[src/rtl/turn_pkg.sv]
// turn_pkg: shared state encoding and sizing constants for the turn controller.
package turn_pkg;
    typedef enum logic [2:0] {IDLE, USER, CPU, TIMEOUT, DONE} state_t;
    localparam int TIMER_W           = 6;
    localparam int MAX_TIMEOUTS      = 3;
    localparam int TURN_SECS_DEFAULT = 60;
endpackage

[src/rtl/tick_prescaler.sv]
// tick_prescaler: one-cycle tick every TICK_DIV enabled cycles; held at 0 while cleared or idle.
module tick_prescaler #(
    parameter int TICK_DIV = 100_000_000
) (
    input  logic clk,
    input  logic reset,
    input  logic clear,
    input  logic enable,
    output logic tick
);
    localparam int CW = $clog2(TICK_DIV);

    logic [CW-1:0] cnt;

    assign tick = enable && !clear && (cnt == CW'(TICK_DIV - 1));

    always_ff @(posedge clk or negedge reset) begin
        if (!reset)
            cnt <= '0;
        else if (clear || !enable || tick)
            cnt <= '0;
        else
            cnt <= cnt + CW'(1);
    end
endmodule

[src/rtl/turn_controller.sv]
// turn_controller: alternates user/CPU turns, times the user turn in seconds,
// and forfeits the game after three consecutive user timeouts.
module turn_controller
    import turn_pkg::*;
#(
    parameter int TICK_DIV  = 100_000_000,
    parameter int TURN_SECS = TURN_SECS_DEFAULT
) (
    input  logic               clk,
    input  logic               reset,
    input  logic               start,
    input  logic               user_move_done,
    input  logic               cpu_move_done,
    input  logic               game_over,
    output logic               user_turn,
    output logic               cpu_turn,
    output logic [TIMER_W-1:0] timer,
    output logic               time_out,
    output logic               forfeit
);
    localparam logic [TIMER_W-1:0] FULL = TIMER_W'(TURN_SECS);
    localparam logic [1:0]         MAXT = 2'(MAX_TIMEOUTS);

    state_t             state, state_n;
    logic [TIMER_W-1:0] timer_n;
    logic [1:0]         count, count_n;
    logic               forfeit_n;
    logic               tick;

    // Prescaler only runs in USER, so every entry into USER starts a fresh second.
    tick_prescaler #(.TICK_DIV(TICK_DIV)) u_prescaler (
        .clk    (clk),
        .reset  (reset),
        .clear  (state != USER),
        .enable (state == USER),
        .tick   (tick)
    );

    always_comb begin
        state_n   = state;
        timer_n   = timer;
        count_n   = count;
        forfeit_n = forfeit;
        case (state)
            IDLE: begin
                timer_n = FULL;
                if (start) begin
                    state_n   = USER;
                    count_n   = '0;
                    forfeit_n = 1'b0;
                end
            end
            USER: begin
                if (game_over) begin
                    state_n   = DONE;
                    forfeit_n = 1'b0;
                end else if (user_move_done) begin
                    state_n = CPU;
                    timer_n = FULL;
                    count_n = '0;
                end else if (tick) begin
                    timer_n = (timer > TIMER_W'(1)) ? timer - TIMER_W'(1) : '0;
                    if (timer <= TIMER_W'(1)) begin
                        state_n = TIMEOUT;
                        count_n = (count == MAXT) ? count : count + 2'd1;
                    end
                end
            end
            TIMEOUT: begin
                timer_n = '0;
                if (game_over) begin
                    state_n   = DONE;
                    forfeit_n = 1'b0;
                end else if (count == MAXT) begin
                    state_n   = DONE;
                    forfeit_n = 1'b1;
                end else begin
                    state_n = CPU;
                    timer_n = FULL;
                end
            end
            CPU: begin
                timer_n = FULL;
                if (game_over) begin
                    state_n   = DONE;
                    forfeit_n = 1'b0;
                end else if (cpu_move_done)
                    state_n = USER;
            end
            DONE: begin
                if (start) begin
                    state_n   = USER;
                    timer_n   = FULL;
                    count_n   = '0;
                    forfeit_n = 1'b0;
                end
            end
            default: state_n = IDLE;
        endcase
    end

    always_ff @(posedge clk or negedge reset) begin
        if (!reset) begin
            state     <= IDLE;
            timer     <= FULL;
            count     <= '0;
            user_turn <= 1'b0;
            cpu_turn  <= 1'b0;
            time_out  <= 1'b0;
            forfeit   <= 1'b0;
        end else begin
            state     <= state_n;
            timer     <= timer_n;
            count     <= count_n;
            user_turn <= (state_n == USER);
            cpu_turn  <= (state_n == CPU);
            time_out  <= (state_n == TIMEOUT);
            forfeit   <= forfeit_n;
        end
    end
endmodule

[config.mk]
export PLATFORM = sky130hd
export DESIGN_NAME = turn_controller
export DESIGN_NICKNAME = d
export VERILOG_FILES = /design/src/rtl/turn_pkg.sv /design/src/rtl/tick_prescaler.sv /design/src/rtl/turn_controller.sv
export SDC_FILE = /design/constraint.sdc
export NUM_CORES = 1
export LEC_CHECK = 0
export BUFFER_PORTS_ARGS = -buffer_cell sky130_fd_sc_hd__buf_2
export CAP_MARGIN = 20
export CORE_UTILIZATION = 45
export DETAILED_ROUTE_END_ITERATION = 12
export SLEW_MARGIN = 20
export SYNTH_ARGS = -nofsm -noshare
export SYNTH_HDL_FRONTEND = slang
export SYNTH_SLANG_ARGS = --single-unit
[constraint.sdc]
create_clock -name clk -period 4.1 [get_ports clk]
set_input_delay 0.82 -clock clk [delete_from_list [all_inputs] [get_ports clk]]
set_output_delay 0.82 -clock clk [all_outputs]
set_load 0.01 [all_outputs]
==> impl_metrics.py, run 1 <==
metrics = {
    "timing": {
        "tightest_slew_ns": 0.9711,
        "slew_violations": 0,
        "grt_setup_unrepaired": "false",
        "max_slew_margin": 0.3466,
        "skew_ns": 0.004900,
        "setup_violations": 0,
        "fin_setup_tns_ns": 0,
        "fin_crit_sh": 0.5421,
        "hold_viol": 0,
        "fin_ws_ns": 1.877,
        "min_period_ns": 2.223,
        "fmax_mhz": 449.9,
    },
    "min_path": {
        "min_path_type": "flop to flop",
    },
    "global_routing": {
        "grt_first_pass_wirelength_microns": 7320,
        "antenna_found_initial": 0,
        "grt_util_all_layers": 0.1794,
        "grt-ovfl-total": 0,
        "grt_pass1_vias": 1650,
        "grt_max_degree": 43,
    },
    "pwr": {
        "ir_drop_mv": 0.1979,
        "power_density_mw_per_mm2": 405.4,
        "p_leak_uw": 0.001060,
    },
    "floorplanning": {
        "core_sq_mm": 0.004786,
        "ioPinCount": 16,
        "die_w_microns": 73.08,
        "fp-row-count": 25,
        "fp.dieH_microns": 73.08,
        "initial_core_util": 0.4750,
        "die-area_sq_mm": 0.005340,
    },
    "logic_synthesis": {
        "yosysSeqAreaShare": 0.4645,
        "synth-seq-cells": 42,
        "synth_edf_count": 0,
        "syn-num-nets": 250,
        "netlist_area_sq_mm": 0.002273,
        "syn_inst": 240,
        "synth-main-ff-cell": "dfrtp_1",
        "ys_types": 49,
        "syn_area_per_cell_sq_um": 9.473,
        "synth_area_leaders": "dfrtp_1 (42%), nor2_1 (7.6%), xor2_1 (5.8%)",
        "ys_async_sr_fraction": 1.000,
        "yosysTopAreaCell": "dfrtp_1",
        "synth.top_cell.area_share": 0.4183,
        "yosys_warnings": 0,
    },
    "finish": {
        "syn_to_final_growth_pct": 9.852,
        "finalNetCount": 265,
        "fillCellCount": 459,
        "stdcell_area_sq_mm": 0.002497,
        "drive_above_1_share": 0.1484,
        "antenna_cells": 0,
    },
    "drt": {
        "routed_via_density": 5.350,
        "wirelength_microns": 4242,
        "dr.pass1.iters": 4,
        "antenna_left": 0,
        "drtIter0Drc": 72,
        "dr_total_vias": 1728,
        "wl_per_cell_microns": 13.13,
        "drc_errors": 0,
    },
    "setup_path": {
        "path_cells": "ha_1 > nand3_4 > or4b_4 > or4b_4 > a22oi_2 > o22ai_1",
        "crit_path_end_kind": "flop",
        "startpoint_type": "flop",
        "cp.required_ns": 4.28,
        "cpPeakStageDelay_ns": 0.56,
        "critical_path_class": "flop to flop",
        "critical_path_arrival_ns": 2.40,
        "cp_common_cell": "or4b_4",
        "slowest_stage": "or4b_4",
        "critPathMaxFanout": 6,
    },
    "placement": {
        "hpwl_microns": 2910,
        "place_ws_ns": 1.868,
        "io_buffer_count": 15,
        "place_area_sq_mm": 0.002406,
        "gp_congestion": 0.8068,
    },
    "cts": {
        "ctsHoldBuffers": 0,
        "htreeDepth": 2,
        "cts_sinks": 42,
        "post_cts_buffers": 0,
        "cts-resized-gates": 0,
        "clk_latency_ns": 0.29,
        "clk_pin_slew_ns": 0.08,
        "cts_root_buffer": "clkbuf_8",
        "cts_tree": "built",
        "cts_buffer_depth": 2,
        "cts_buffers": 5,
    },
    "status": {
        "outcome": "completed",
    },
    "job": {
        "drv_cap": 0,
    },
}
kinds of logic (layout without fill, tap and decap cells):
kind of cell,after synthesis,in the layout,synth area share
AO/OA/AOI/OAI,31,31,0.09962
XOR/XNOR,25,25,0.09631
adder cells (fa/ha/maj),4,4,0.02202
buffers and inverters,19,35,0.03302
flip-flops,42,42,0.4645
multiplexers,3,3,0.01431
AND/OR/NAND/NOR,116,116,0.2702
path summary, 6_finish.rpt:
| kind | endpoint | depth (start not counted) | start | slack [ns] |
|---|---|---|---|---|
| setup / recovery | count[1]$_DFFE_PN0P_ | 6 | u_prescaler.cnt[0]$_DFF_PN0_ | 1.88 |
| min in group asynchronous | user_turn$_DFF_PN0_ | 1 | reset | 0.66 |
| hold reg to reg | u_prescaler.cnt[0]$_DFF_PN0_ | 1 | u_prescaler.cnt[0]$_DFF_PN0_ | 0.48 |
| max in group asynchronous | u_prescaler.cnt[6]$_DFF_PN0_ | 1 | reset | 2.86 |
| setup reg to reg | count[1]$_DFFE_PN0P_ | 6 | u_prescaler.cnt[0]$_DFF_PN0_ | 1.88 |
| hold / removal | u_prescaler.cnt[0]$_DFF_PN0_ | 1 | u_prescaler.cnt[0]$_DFF_PN0_ | 0.48 |
synthesized netlist by cell type, types with 4 or more instances:
library cell and number:
a21oi_1 4, and3_1 6, clkbuf_1 5, dfrtp_1 38, dfstp_2 4, ha_1 4, inv_1 11, nand2_1 12
nand3_1 10, nand4_1 12, nor2_1 46, nor3_1 8, o211ai_1 5, xnor2_1 10, xor2_1 15
cell type report:
| class | instances | area, sq um | share of cell area |
|---|---|---|---|
| Clock buffer | 7 | 86.33 | 0.03457 |
| Sequential cell | 42 | 1056 | 0.4228 |
| Inverter | 11 | 41.29 | 0.01653 |
| Clock inverter | 1 | 5.005 | 0.002004 |
| Tap cell | 67 | 83.83 | 0.03357 |
| Multi-Input combinational cell | 179 | 1142 | 0.4574 |
| Timing Repair Buffer | 16 | 82.58 | 0.03307 |
power breakdown:
part	internal (uW)	switching, uW	total, uW
clock network	136	136	272
logic	96.0	145	241
registers	457	42.7	499
metal layers:
layer  vias to the layer above  share of wire  wire length [microns]  track usage
met5                         -              0                      0            0
met4                         0          0.015                     65      0.07625
met3                         6          0.036                    154      0.04558
met2                        33           0.46                   1934       0.2932
met1                       818           0.49                   2088       0.2246
li1                        871              -                      -            -
registers in the layout, summed over array words and instances, names as in the netlist:
register and count:
time_out 1, forfeit 1, count 2, user_turn 1, u_prescaler.cnt 27, state 3
timer 6, cpu_turn 1
critical path, delay by kind of cell, from the launching register on:
| kind | cells | cell delay (ns) |
|---|---|---|
| adders and majority gates | 1 | 0.24 |
| AOI/OAI and AO/OA | 2 | 0.27 |
| DFF | 1 | 0.39 |
| and+or+nand+nor | 3 | 1.21 |
stage by stage:
stage                     cells  utilization  power [uW]  hold WS, ns
after CTS                   323       0.5218        1032       0.4847
after floorplan             240            -       676.6       0.4547
after global placement      315       0.5027       753.3       0.4653
final                       323       0.5218        1012       0.4782
after detailed placement    315       0.5027       751.4       0.4742
after global routing        323       0.5218        1088       0.5261
cell usage in the layout (no fill, tap or decap), types with 2 or more instances in the layout:
cell type and count:
xor2_1 15, clkbuf_8 6, nand2_1 12, dfstp_2 4
ha_1 4, o21ai_0 3, o2bb2ai_1 3, xnor2_1 10
nor3_1 8, nor4_1 2, buf_2 15, or4b_4 2
inv_1 11, and3_1 6, dfrtp_1 38, nor2_1 46
nor2b_1 2, and4_1 2, and2_1 2, o211ai_1 5
nor3b_1 2, nand3_1 10, a21oi_1 4, o22ai_1 2
mux2_2 2, nand4_1 12, nand2b_1 3
(Power assumes the default switching activity.)
==> inputs of run 2 (changes only) <==
Clock period 4.1 ns to 2.2 ns, I/O delays scaled along.
==> run 2 against run 1 <==
Effect of this change:
- global-route usage increased by 1.2 points
- hold slack got worse by 0.46 ns
- clock power increased by 87%
- clock-buffer cell count unchanged
- total power increased by 92%
- register-to-register slack got worse by 1.8 ns
- sequential power increased by 87%
- sequential share of layout area decreased by 1.8 points
- setup slack got worse by 1.8 ns
- flip-flop and latch count unchanged
- critical endpoint is now count[0]$_DFFE_PN0P_
==> impl_metrics.py, run 2 (synthesis results as in run 1) <==
metrics = {
    "status": {
        "outcome": "completed",
    },
    "timing": {
        "fin_crit_sh": 0.9572,
        "setup_violations": 0,
        "min_period_ns": 2.106,
        "fin_ws_ns": 0.09424,
        "max_slew_margin": 0.5749,
        "hold_viol": 0,
        "grt_setup_unrepaired": "false",
        "skew_ns": 0.006668,
        "slew_violations": 0,
        "fmax_mhz": 474.9,
        "tightest_slew_ns": 0.6327,
        "hold_ws_ns": 0.01368,
        "fin_setup_tns_ns": 0,
    },
    "pwr": {
        "p_leak_uw": 0.001116,
        "p_int_uw": 1326,
        "combPwrFrac": 0.260,
        "switching_share": 0.3197,
        "p_sw_uw": 622.9,
        "power_density_mw_per_mm2": 747.7,
        "pwr-share-clk": 0.261,
        "ir_drop_mv": 0.3881,
        "seqPwrFrac": 0.479,
    },
    "placement": {
        "place_ws_ns": 0.05183,
        "gp_congestion": 0.7890,
        "dp_cells": 327,
        "hpwl_microns": 3210,
        "io_buffer_count": 15,
    },
    "setup_path": {
        "cpPeakStageDelay_ns": 0.54,
        "path_cells": "ha_4 > nand3_4 > or4b_4 > or4b_4 > a22oi_2 > mux2i_1",
        "critical_path_class": "flop to flop",
        "critical_path_arrival_ns": 2.28,
        "startpoint_type": "flop",
        "crit_path_end_kind": "flop",
        "path_delay_family": "simple AND/OR/NAND/NOR gates",
        "critical_path_buf_inv_count": 0,
        "cp_common_cell": "or4b_4",
        "slowest_stage": "or4b_4",
        "critPathMaxFanout": 3,
        "cp.required_ns": 2.37,
    },
    "min_path": {
        "min_path_type": "input pin to async pin",
    },
    "cts": {
        "htreeDepth": 2,
        "cts_buffer_depth": 2,
        "cts_buffers": 5,
        "cts_sinks": 42,
        "cts_tree": "built",
        "ctsHoldBuffers": 0,
        "post_cts_buffers": 0,
        "cts_root_buffer": "clkbuf_8",
        "clk_pin_slew_ns": 0.08,
        "clk_latency_ns": 0.29,
    },
    "drt": {
        "dr_total_vias": 1787,
        "wirelength_microns": 4445,
        "dr.pass1.iters": 4,
        "antenna_left": 0,
        "drtIter0Drc": 67,
        "drc_errors": 0,
        "wl_per_cell_microns": 13.27,
        "routed_via_density": 5.334,
    },
    "global_routing": {
        "grt_max_degree": 18,
        "grt_util_all_layers": 0.1919,
        "grt_first_pass_wirelength_microns": 7797,
        "grt-ovfl-total": 0,
        "grt_pass1_vias": 1736,
        "antenna_found_initial": 0,
    },
    "finish": {
        "fillCellCount": 449,
        "syn_to_final_growth_pct": 14.64,
        "drive_above_1_share": 0.1940,
        "regMostFlops": "u_prescaler.cnt",
        "biggestRegsByFlops": "u_prescaler.cnt (27), timer (6), state (3)",
        "finalNetCount": 277,
        "stdcell_count": 335,
        "mostFrequentLayoutCell": "nor2_1",
        "largest_register_ffs": 27,
        "layout_common_cells": "nor2_1 (46), dfrtp_1 (38), xor2_1 (15), buf_2 (15), buf_4 (13)",
        "antenna_cells": 0,
        "multi_input_area_sq_mm": 0.001161,
        "register_area_sq_mm": 0.001056,
    },
    "floorplanning": {
        "initial_core_util": 0.4750,
        "ioPinCount": 16,
        "fp-row-count": 25,
        "core_sq_mm": 0.004786,
        "fp.dieH_microns": 73.08,
        "die_w_microns": 73.08,
        "die-area_sq_mm": 0.005340,
    },
    "job": {
        "drv_cap": 0,
    },
}
run 2: cell count changes in the layout (fill, tap and decap cells not counted):
cell and delta:
ha_1 -1, nor4bb_1 -1, ha_4 +1, nor4bb_2 +1
buf_4 +12
run 2: per-stage QoR:
stage,power (uW),instance area (sq um),util
6_report,1949,2606,0.5446
3_3_place_gp,1452,2496,0.5216
5_1_grt,2084,2606,0.5446
2_1_floorplan,1261,2273,-
3_5_place_dp,1453,2496,0.5216
4_1_cts,1967,2587,0.5407
run 2: final cells by class:
cell class,count,area share
Clock inverter,1,0.001920
Inverter,11,0.01584
Clock buffer,7,0.03313
Multi-Input combinational cell,179,0.4455
Sequential cell,42,0.4052
Timing Repair Buffer,28,0.06625
Tap cell,67,0.03217
run 2: power by group through the flow:
stage          Sequential (uW)  Combinational [uW]  Clock [uW]
2_1_floorplan              941                 320           0
3_3_place_gp               941                 511           0
3_5_place_dp               944                 508           0
4_1_cts                    929                 510         529
5_1_grt                    948                 575         561
6_report                   933                 507         508
run 2: path summary, 6_finish.rpt:
| path | from | to | slack (ns) | cells past startpoint |
|---|---|---|---|---|
| max | u_prescaler.cnt[1]$_DFF_PN0_ | count[0]$_DFFE_PN0P_ | 0.09 | 6 |
| min | reset | forfeit$_DFFE_PN0P_ | 0.01 | 1 |
| max reg2reg | u_prescaler.cnt[1]$_DFF_PN0_ | count[0]$_DFFE_PN0P_ | 0.09 | 6 |
| min reg2reg | count[0]$_DFFE_PN0P_ | count[0]$_DFFE_PN0P_ | 0.51 | 1 |
| max in group asynchronous | reset | u_prescaler.cnt[4]$_DFF_PN0_ | 1.67 | 2 |
| min in group clk | start | state[2]$_DFF_PN0_ | 0.48 | 3 |
run 2: worst reg2reg max path, delay by kind of cell, from the launching register on:
family,cells,cell delay (ns)
muxes,1,0.10
and+or+nand+nor,3,1.14
adders and majority gates,1,0.17
AOI/OAI and AO/OA,1,0.17
DFF,1,0.41
run 2: repair_timing:
| item | CTS | global route |
|---|---|---|
| endpoints found under the setup margin | 0 | 2 |
| gates resized for setup | 0 | 3 |
| hold endpoints to repair | 0 | 0 |
run 2: per-layer routing:
metal | share of wire | GRT usage
met1 | 0.47 | 0.2385
met2 | 0.48 | 0.3220
met3 | 0.033 | 0.04420
met4 | 0.018 | 0.07625
met5 | 0 | 0
